## src/rtl/float_to_int.sv

```systemverilog
// float_to_int: IEEE-754 binary32 -> saturating signed OUT_WIDTH integer.
// Two-stage pipeline, one operand per clock, no backpressure.
// Optional build macro FLOAT_TO_INT_ROUND_EN: round to nearest, ties away
// from zero (default truncates toward zero).
module float_to_int #(
  parameter int OUT_WIDTH = 16
) (
  input  logic                 clk,
  input  logic                 reset,
  input  logic                 in_valid,
  input  logic [31:0]          floatin,
  output logic                 out_valid,
  output logic [OUT_WIDTH-1:0] intout
);

  localparam int STAGES = 2;
  localparam logic [OUT_WIDTH-1:0] MAXV = {1'b0, {(OUT_WIDTH-1){1'b1}}};
  localparam logic [OUT_WIDTH-1:0] MINV = {1'b1, {(OUT_WIDTH-1){1'b0}}};
  // Biased exponent at which |x| >= 2^(OUT_WIDTH-1) and the result pins.
  localparam logic [7:0] EXP_SAT = 8'(127 + OUT_WIDTH - 1);

  // Stage-1 record: zero collapses zero/denormal/NaN/underflow,
  // sat collapses infinity/overflow.
  typedef struct packed {
    logic                 sign;
    logic                 zero;
    logic                 sat;
    logic [OUT_WIDTH-1:0] mag;
  } s1_t;

  logic [7:0]           exp;
  logic [22:0]          frac;
  logic [4:0]           shamt;
  logic [OUT_WIDTH-1:0] mag_c;
  s1_t                  s1_d, s1_q;
  logic [STAGES:1]      vld_pipe;

  assign exp  = floatin[30:23];
  assign frac = floatin[22:0];
  // E = exp - 127; modulo 32 that is exp[4:0] + 1. Only used for 0 <= E <= 30.
  assign shamt = exp[4:0] + 5'd1;

`ifdef FLOAT_TO_INT_ROUND_EN
  // Keep one extra bit below the binary point and add it back in.
  logic [OUT_WIDTH:0] q;
  assign q     = (OUT_WIDTH+1)'(({31'b0, 1'b1, frac} << shamt) >> 22);
  assign mag_c = q[OUT_WIDTH:1] + OUT_WIDTH'(q[0]);
`else
  assign mag_c = OUT_WIDTH'(({31'b0, 1'b1, frac} << shamt) >> 23);
`endif

  // Classify the operand and pick the integer magnitude.
  always_comb begin
    s1_d      = '0;
    s1_d.sign = floatin[31];
    if (exp == 8'd255) begin
      if (frac != 23'd0) s1_d.zero = 1'b1;
      else               s1_d.sat  = 1'b1;
    end else if (exp >= EXP_SAT) begin
      s1_d.sat = 1'b1;
    end else if (exp >= 8'd127) begin
      s1_d.mag = mag_c;
`ifdef FLOAT_TO_INT_ROUND_EN
    end else if (exp == 8'd126) begin
      // 0.5 <= |x| < 1 rounds away from zero to 1.
      s1_d.mag = OUT_WIDTH'(1);
`endif
    end else begin
      s1_d.zero = 1'b1;
    end
  end

  // Stage 1 register: classification, sign, magnitude.
  always_ff @(posedge clk) begin
    if (reset) s1_q <= '0;
    else       s1_q <= s1_d;
  end

  // Stage 2 register: saturate or apply sign. A magnitude reaching
  // 2^(OUT_WIDTH-1) (only possible after rounding) pins to MAX or MIN;
  // for negatives that equals the plain negation anyway.
  always_ff @(posedge clk) begin
    if (reset)                         intout <= '0;
    else if (s1_q.zero)                intout <= '0;
    else if (s1_q.sat || s1_q.mag[OUT_WIDTH-1])
                                       intout <= s1_q.sign ? MINV : MAXV;
    else                               intout <= s1_q.sign ? -s1_q.mag : s1_q.mag;
  end

  // Valid shift register tracking operands through both stages.
  always_ff @(posedge clk) begin
    if (reset) vld_pipe <= '0;
    else       vld_pipe <= {vld_pipe[STAGES-1:1], in_valid};
  end

  assign out_valid = vld_pipe[STAGES];

endmodule

```

## config.mk

```make
export PLATFORM = sky130hd
export DESIGN_NAME = float_to_int
export DESIGN_NICKNAME = d
export VERILOG_FILES = /design/src/rtl/float_to_int.sv
export SDC_FILE = /design/constraint.sdc
export NUM_CORES = 1
export LEC_CHECK = 0
export ABC_AREA = 1
export CAP_MARGIN = 20
export CORE_ASPECT_RATIO = 1.4
export CORE_UTILIZATION = 49
export DETAILED_ROUTE_END_ITERATION = 6
export PLACE_DENSITY_LB_ADDON = 0.25
export SLEW_MARGIN = 0
export SYNTH_ARGS = -nofsm -noshare
export SYNTH_HDL_FRONTEND = slang
export SYNTH_SLANG_ARGS = --single-unit
```

## constraint.sdc

```tcl
create_clock -name clk -period 1.85 [get_ports clk]
set_clock_uncertainty 0.05 [all_clocks]
set_input_delay 0.185 -clock clk [delete_from_list [all_inputs] [get_ports clk]]
set_output_delay 0.185 -clock clk [all_outputs]
set_load 0.05 [all_outputs]
```

-- Word-level counts from Yosys, hierarchy flattened
Cells that the tools add are included.
- output and inout bits: 17
- register bits after elaboration: 37
- logic and storage cells: 26
- memory bits (writable): 0
- bits in latches: 0
- bits in read-only memories: 0
- input port bits: 35
- memories kept: 0
- bitwise gates (word level): 1
- add/sub/neg operators: 2
- muxes and demuxes: 9
- multiply operators: 0
- $lt $le $gt $ge: 2
- shift-type cells: 1
- reduce and logical (&&, ||, !) cells: 4
- div/mod/pow operators: 0
- equality and inequality tests: 1
- operators by type and width (operator ; number):
    $mux 16 ; 3
    $shl 24x5->39 ; 1
    $reduce_bool 23->1 ; 1
    $neg 16->16 ; 1
    $eq 8x8->1 const B ; 1
    $ge 8x7->1 const B ; 1
    $ge 8x8->1 const B ; 1
    $add 5x1->5 const B ; 1
    $mux 1 ; 5
    $reduce_or 4->1 ; 1
    $mux 2 ; 1
    $reduce_or 2->1 ; 1
    $logic_or 1x1->1 ; 1
    $not 1->1 ; 1

-- Logic depth before layout (Yosys ltp)
Gate-level depths: netlist (run 1).
- depth after elaboration: 4
- gate-level depth with buffers: 14
- depth with buffers taken out: 10

-- Least setup slack after synthesis (run 1)
Ideal clock, no wire load.
- path type: input to register
- start point: in floatin[23]
- end point: reg s1_q[3] (netlist name)
- arrival time: 1.757 ns
- required time: 1.686 ns
- path buffers: 4
- library setup time: 0.114 ns
- setup slack: -0.071 ns
- stages: 13
- cell sequence: buf_4 > inv_1 > buf_4 > ha_1 > buf_2 > buf_1 > nand3_1 > nand3_1 > nand2_1 > nand2_1 > nand2_1 > nor2_1 > nor2_1
- cells in the longest elaborated chain, start to end: 3
- elaborated cells between the ends (all ways): 7
- those cells by class: add/sub: 1; order compare: 2; eq/ne: 1; shift: 1; bitwise: 1; reduce/logical: 1
- ends and longest elaborated chain (item ; RTL line ; text):
    start, declared ; 11 ; input logic [31:0] floatin,
    branches (longest 3 deep; another with $add 5x1->5) ; n/a ;
    end signal, assigned ; 75 ; if (reset) s1_q <= '0;
    end signal, assigned ; 76 ; else s1_q <= s1_d;
    end, declared ; 35 ; s1_t s1_d, s1_q;
Parallel ways; which one is timed is not known.
A chain may end at the register's enable or synchronous reset.

-- Worst setup path in the final report (run 1)
- start point: reg intout[13]
- end point: out intout[13]
- RTL lines (item ; RTL line ; text):
    start, declared ; 13 ; output logic [OUT_WIDTH-1:0] intout
    start signal, assigned ; 86 ; intout <= s1_q.sign ? MINV : MAXV;
    start signal, assigned ; 87 ; else intout <= s1_q.sign ? -s1_q.mag : s1_q.mag;
No word-level cell between the ends.

==> results.ini, run 1 <==
[worst_setup_path]
r2r-end=intout[10]
critical_path.cell_chain=clkdlybuf4s50_1
crit_slowest_cell=clkdlybuf4s50_1
max_stage_delay_ns=0.80
crit_path_start=intout[13]
worstPathMaxFanout=1
crit_family=buffers and inverters
cp-end-kind=output port
reg2reg_slack_ns=0.28
crit_cells=1
ff2ff_path_depth=7
critPathKind=register to output port
r2r-start=s1_q[1]
arrival_ns=1.41
required_ns=1.62
endpoint=intout[13]
crit_buf_inv=1
cp-start-kind=register

[placed_design]
place_area_mm2=0.003669
place.port_buffers=51
gp_congestion=0.8993
post-dp-hpwl_um=6631

[global_route]
grt_usage=0.2647
grt_pass1_wl_um=13010
grt_max_degree=29
grt_antenna_before_repair=0
overflow=0
grt_pass1_vias=2960

[detailed_routing]
wirelength_um=8448
avgRoutedWirePerCell_um=12.82
vias=3535
antenna_left=0
drtPass1Iterations=7
drc=0
drt_iter0_markers=155
viasPerCell=5.364

[final_layout]
nNetsFinal=627
area_delta_synth_final_pct=27.12
layout_common_cells=nand2_1 (191), nand3_1 (110), nor2_1 (67), clkdlybuf4s50_1 (49), inv_1 (39)
drive_above_1_share=0.08319
final_area_mm2=0.003841
layout_commonest_cell=nand2_1
diodes=0
fillers=581
multiInputGateArea_mm2=0.002004
seq_area_um2=740.7

[run_status]
status=finished, final reports clean

[sta]
rsz0062_at_grt=no
slew_headroom=0.6519
hold_viol=0
max_freq_mhz=608.6
finalSetupViolCount=0
drv_slew=0
fin_crit_ns=1.643
holdWs_ns=0.3585
tightestPinTransition_ns=0.5222
fin_crit_sh=0.8881

[clocking]
cts_sinks=37
htreeDepth=2
cts_buffer_depth=2
cts_buffers=5
cts_hold_buf=0
postCtsSetupBuffers=0
cts_root_buf=clkbuf_8
clkLatencyLatePin_ns=0.29
cts_tree=built
clk_pin_slew_worst_paths_ns=0.07

[pwr]
leakage_nw=1.964
vdd_drop_max_mv=0.2610
power.total_mw=2.650
power_density_mw_per_mm2=689.9

[floorplanning]
die_area_mm2=0.006489
die_w_um=68.37
initial_utilization=0.5118
io_pins=52
rows=33
die_h_um=94.92
core_area_mm2=0.005904

[synthesis]
synth_area_per_cell_um2=5.680
yosysSeqAreaShare=0.2451
synthTopCellsByArea=dfxtp_1 (25%), nand2_1 (24%), nand3_1 (18%), nor2_1 (8.3%), inv_1 (5.0%)
netlist_area_mm2=0.003022
yosysTopAreaCellShare=0.2451
syn_inst=532
ys_types=34
yosys_warnings=0
yosys.area.top_type=dfxtp_1
synth-main-ff-cell=dfxtp_1
synth_seq_cells=37
synth_async_sr_flop_share=0
synth-edff-count=0
syn_nets=571

[run]
cap_violations=0

[min_path]
hold_path.class=primary input to register

==> layer usage <==
| metal | part of all wire | track usage | vias to the layer above |
|---|---|---|---|
| li1 | - | - | 1825 |
| met1 | 0.39 | 0.2874 | 1557 |
| met2 | 0.54 | 0.4910 | 125 |
| met3 | 0.037 | 0.02295 | 28 |
| met4 | 0.032 | 0.1285 | 0 |
| met5 | 0 | 0 | - |
==> report_power, final <==
part           internal (mW)  switching, mW
clock                  0.438          0.282
sequential             0.845         0.0209
combinational          0.404          0.660
total                   1.69          0.963
==> worst min-delay path by stage <==
stage / from / cells after the start / endpoint
2_1_floorplan: reset / 1 / s1_q[17]
3_3_place_gp: vld_pipe[1] / 2 / vld_pipe[2]
3_5_place_dp: vld_pipe[1] / 2 / vld_pipe[2]
4_1_cts: floatin[31] / 3 / s1_q[18]
5_1_grt: floatin[31] / 3 / s1_q[18]
6_report: floatin[31] / 3 / s1_q[18]
==> repair_timing <==
item | in CTS | in global routing
cloned | 0 | 1
setup endpoints to repair | 4 | 15
gates resized for setup | 1 | 8
pin swaps | 0 | 1
==> through the flow <==
| stage | instances | setup slack [ns] | TNS, ns | util |
|---|---|---|---|---|
| after CTS | 658 | 0.02631 | 0 | 0.6423 |
| after floorplan | 532 | 0.02587 | 0 | - |
| final | 659 | 0.2070 | 0 | 0.6506 |
| after global routing | 659 | 0.08885 | 0 | 0.6506 |
| after global placement | 650 | -0.3028 | -3.745 | 0.6213 |
| after detailed placement | 650 | -0.3254 | -4.287 | 0.6213 |
==> registers in the layout, summed over array words and instances, names as in the netlist <==
register / cells
vld_pipe: 2
s1_q: 19
intout: 16
==> synth_stat cells (2+ instances only) <==
cell,instances
nand2_1,191
nor2_1,67
nor3_1,4
clkbuf_1,3
o21ai_0,11
inv_2,2
buf_6,3
buf_4,8
nand3_1,110
buf_2,7
nor2_8,2
or2_2,3
dfxtp_1,37
a21oi_1,12
ha_1,4
o211ai_1,2
nand2_4,2
nor2_4,2
nor2_2,2
inv_1,40
nand4_1,7
==> logic make-up after synthesis <==
family                   Yosys count  synth area share
AO/OA/AOI/OAI                     28           0.05011
adder cells (fa/ha/maj)            4           0.01656
flip-flops                        37            0.2451
XOR/XNOR                           1          0.005384
AND/OR/NAND/NOR                  397            0.5810
buffers and inverters             65            0.1019
==> cell type report <==
class	instances	area share
Sequential cell	37	0.1928
Timing Repair Buffer	70	0.1886
Clock inverter	2	0.009772
Clock buffer	6	0.02150
Tap cell	70	0.02280
Multi-Input combinational cell	431	0.5218
Inverter	43	0.04267
Note: power is estimated with default switching activity, not from simulation.
==> run 2: changes to the inputs <==
--- a/config.mk
+++ b/config.mk
@@ -6,6 +6,7 @@
 export NUM_CORES = 1
 export LEC_CHECK = 0
 export ABC_AREA = 1
+export ABC_CLOCK_PERIOD_IN_PS = 1850
 export CAP_MARGIN = 20
 export CORE_ASPECT_RATIO = 1.4
 export CORE_UTILIZATION = 49
==> results of run 2 <==
No change in the layout: final DEF, timing and power equal those of run 1.
==> run 3: changes to the inputs <==
--- a/config.mk
+++ b/config.mk
@@ -9,10 +9,11 @@
 export ABC_CLOCK_PERIOD_IN_PS = 1850
 export CAP_MARGIN = 20
 export CORE_ASPECT_RATIO = 1.4
-export CORE_UTILIZATION = 49
+export CORE_UTILIZATION = 58
 export DETAILED_ROUTE_END_ITERATION = 6
+export DONT_BUFFER_PORTS = 1
 export PLACE_DENSITY_LB_ADDON = 0.25
-export SLEW_MARGIN = 0
+export SLEW_MARGIN = 20
 export SYNTH_ARGS = -nofsm -noshare
 export SYNTH_HDL_FRONTEND = slang
 export SYNTH_SLANG_ARGS = --single-unit
==> results.ini, run 3 (same netlist as run 1, synthesis figures left out) <==
[sta]
fin_crit_sh=0.8676
fin_crit_ns=1.605
finalSetupTns_ns=0
worst_slack_ns=0.2449
slew_headroom=0.6780
finalSetupViolCount=0
tightestPinTransition_ns=0.4823
hold_viol=0
max_freq_mhz=623.0
rsz0062_at_grt=no
drv_slew=0

[min_path]
min_path_cells=3
min-delay-start=floatin[30]
min_to=s1_q[17]
hold_path.class=primary input to register

[global_route]
grt_pass1_wl_um=12350
grt_max_degree=31
grt_usage=0.2823
grt_antenna_before_repair=0
grt_pass1_vias=2957
overflow=0

[placed_design]
place_area_mm2=0.003023
dp_slack_ns=0.1302
place.port_buffers=0
gp_congestion=0.9145
post-dp-hpwl_um=5844

[worst_setup_path]
reg2reg_slack_ns=0.24
r2r-end=intout[8]
cp-end-kind=register
critPathMostFrequentCell=nand3_1
critPathKind=register to register
arrival_ns=1.76
cp-start-kind=register
critical_path.cell_chain=inv_1, ha_1, nand3_1, o21ai_0, nand3_1, nand2_1, nor3b_1
crit_slowest_cell=o21ai_0
required_ns=2.00
ff2ff_path_depth=7
worstPathMaxFanout=4
r2r-start=s1_q[0]
max_stage_delay_ns=0.35

[clocking]
cts_buffer_depth=2
clk_pin_slew_worst_paths_ns=0.07
cts_buffers=5
cts_hold_buf=3
postCtsSetupBuffers=0
cts_tree=built
cts_root_buf=clkbuf_8
clkLatencyLatePin_ns=0.29
htreeDepth=2
cts_sinks=37
post_cts_resize_count=0

[floorplanning]
initial_utilization=0.6145
core_area_mm2=0.004917
die_h_um=87.40
die_w_um=63
io_pins=52
die_area_mm2=0.005506
rows=30

[detailed_routing]
viasPerCell=5.535
avgRoutedWirePerCell_um=12.39
drt_iter0_markers=199
drc=0
antenna_left=0
drtPass1Iterations=5
wirelength_um=7332
vias=3277

[pwr]
power_density_mw_per_mm2=710.2
vdd_drop_max_mv=0.2608
leakage_nw=1.674

[run_status]
status=finished, final reports clean

[run]
cap_violations=0

[final_layout]
top_register=s1_q
final_area_mm2=0.003136
nNetsFinal=566
area_delta_synth_final_pct=3.768
drive_above_1_share=0.06250
top_regs=s1_q: 19 flops, intout: 16 flops, vld_pipe: 2 flops
layout_commonest_cell=nand2_1
largest_reg_flops=19
layout_common_cells=nand2_1 (191), nand3_1 (110), nor2_1 (67), inv_1 (39), dfxtp_1 (37)
diodes=0

run 3: cell count changes in the layout (fill, tap and decap cells not counted), moves of 2 or more:
cell	change
clkdlybuf4s50_1	-49
buf_4	-7
buf_12	-4
dlygate4sd3_1	+3
clkinv_2	+2
dlymetal6s2s_1	-2
ha_1	+2
ha_4	-2
run 3: through the flow:
stage / hold slack [ns] / power (mW) / utilization / instances
floorplan: 0.2041 / 1.593 / - / 532
global placement: 0.2066 / 1.696 / 0.6148 / 581
detailed placement: 0.2062 / 1.706 / 0.6148 / 581
CTS: 0.07292 / 2.231 / 0.6377 / 592
global route: 0.09084 / 2.384 / 0.6377 / 592
finish: 0.07943 / 2.227 / 0.6377 / 592
run 3: metal layers:
metal | share of wire | vias to the layer above | GRT usage | wire, um
li1 | - | 1698 | - | -
met4 | 0.046 | 0 | 0.1882 | 338
met2 | 0.52 | 124 | 0.5210 | 3822
met5 | 0 | - | 0 | 0
met1 | 0.38 | 1424 | 0.2890 | 2815
met3 | 0.048 | 31 | 0.04843 | 355
run 3: where the power goes:
group	internal [mW]	switching (mW)	total (mW)	leakage (nW)
logic	0.254	0.481	0.735	1.33
clock network	0.260	0.261	0.522	0.0450
registers	0.845	0.125	0.970	0.303
total	1.36	0.867	2.23	1.67
run 3: how the worst max path moves through the flow:
stage                     start    endpoint  slack, ns  cells past startpoint
floorplan           floatin[23]     s1_q[2]       0.03                     14
global placement    floatin[23]     s1_q[5]       0.17                     10
detailed placement  floatin[23]     s1_q[6]       0.13                     10
CTS                     s1_q[0]  intout[10]       0.25                      7
global route            s1_q[1]  intout[10]       0.02                      7
finish                  s1_q[0]   intout[8]       0.24                      7
run 3: layout make-up:
class / count / area, um2
inverters: 43 / 163.9
fillers: 483 / 1782
clock inverters: 2 / 10.01
multi-input cells: 430 / 1973
flip-flops and latches: 37 / 740.7
well taps: 64 / 80.08
clock buffers: 6 / 72.57
repair buffers: 10 / 95.09
run 3: worst max-delay path: cells and delay by family, from the launching register on:
family	cells	cell delay [ns]
AND/OR/NAND/NOR	4	0.54
buffers and inverters	1	0.09
adder cells (fa/ha/maj)	1	0.19
flip-flops	1	0.31
AO/OA/AOI/OAI	1	0.35
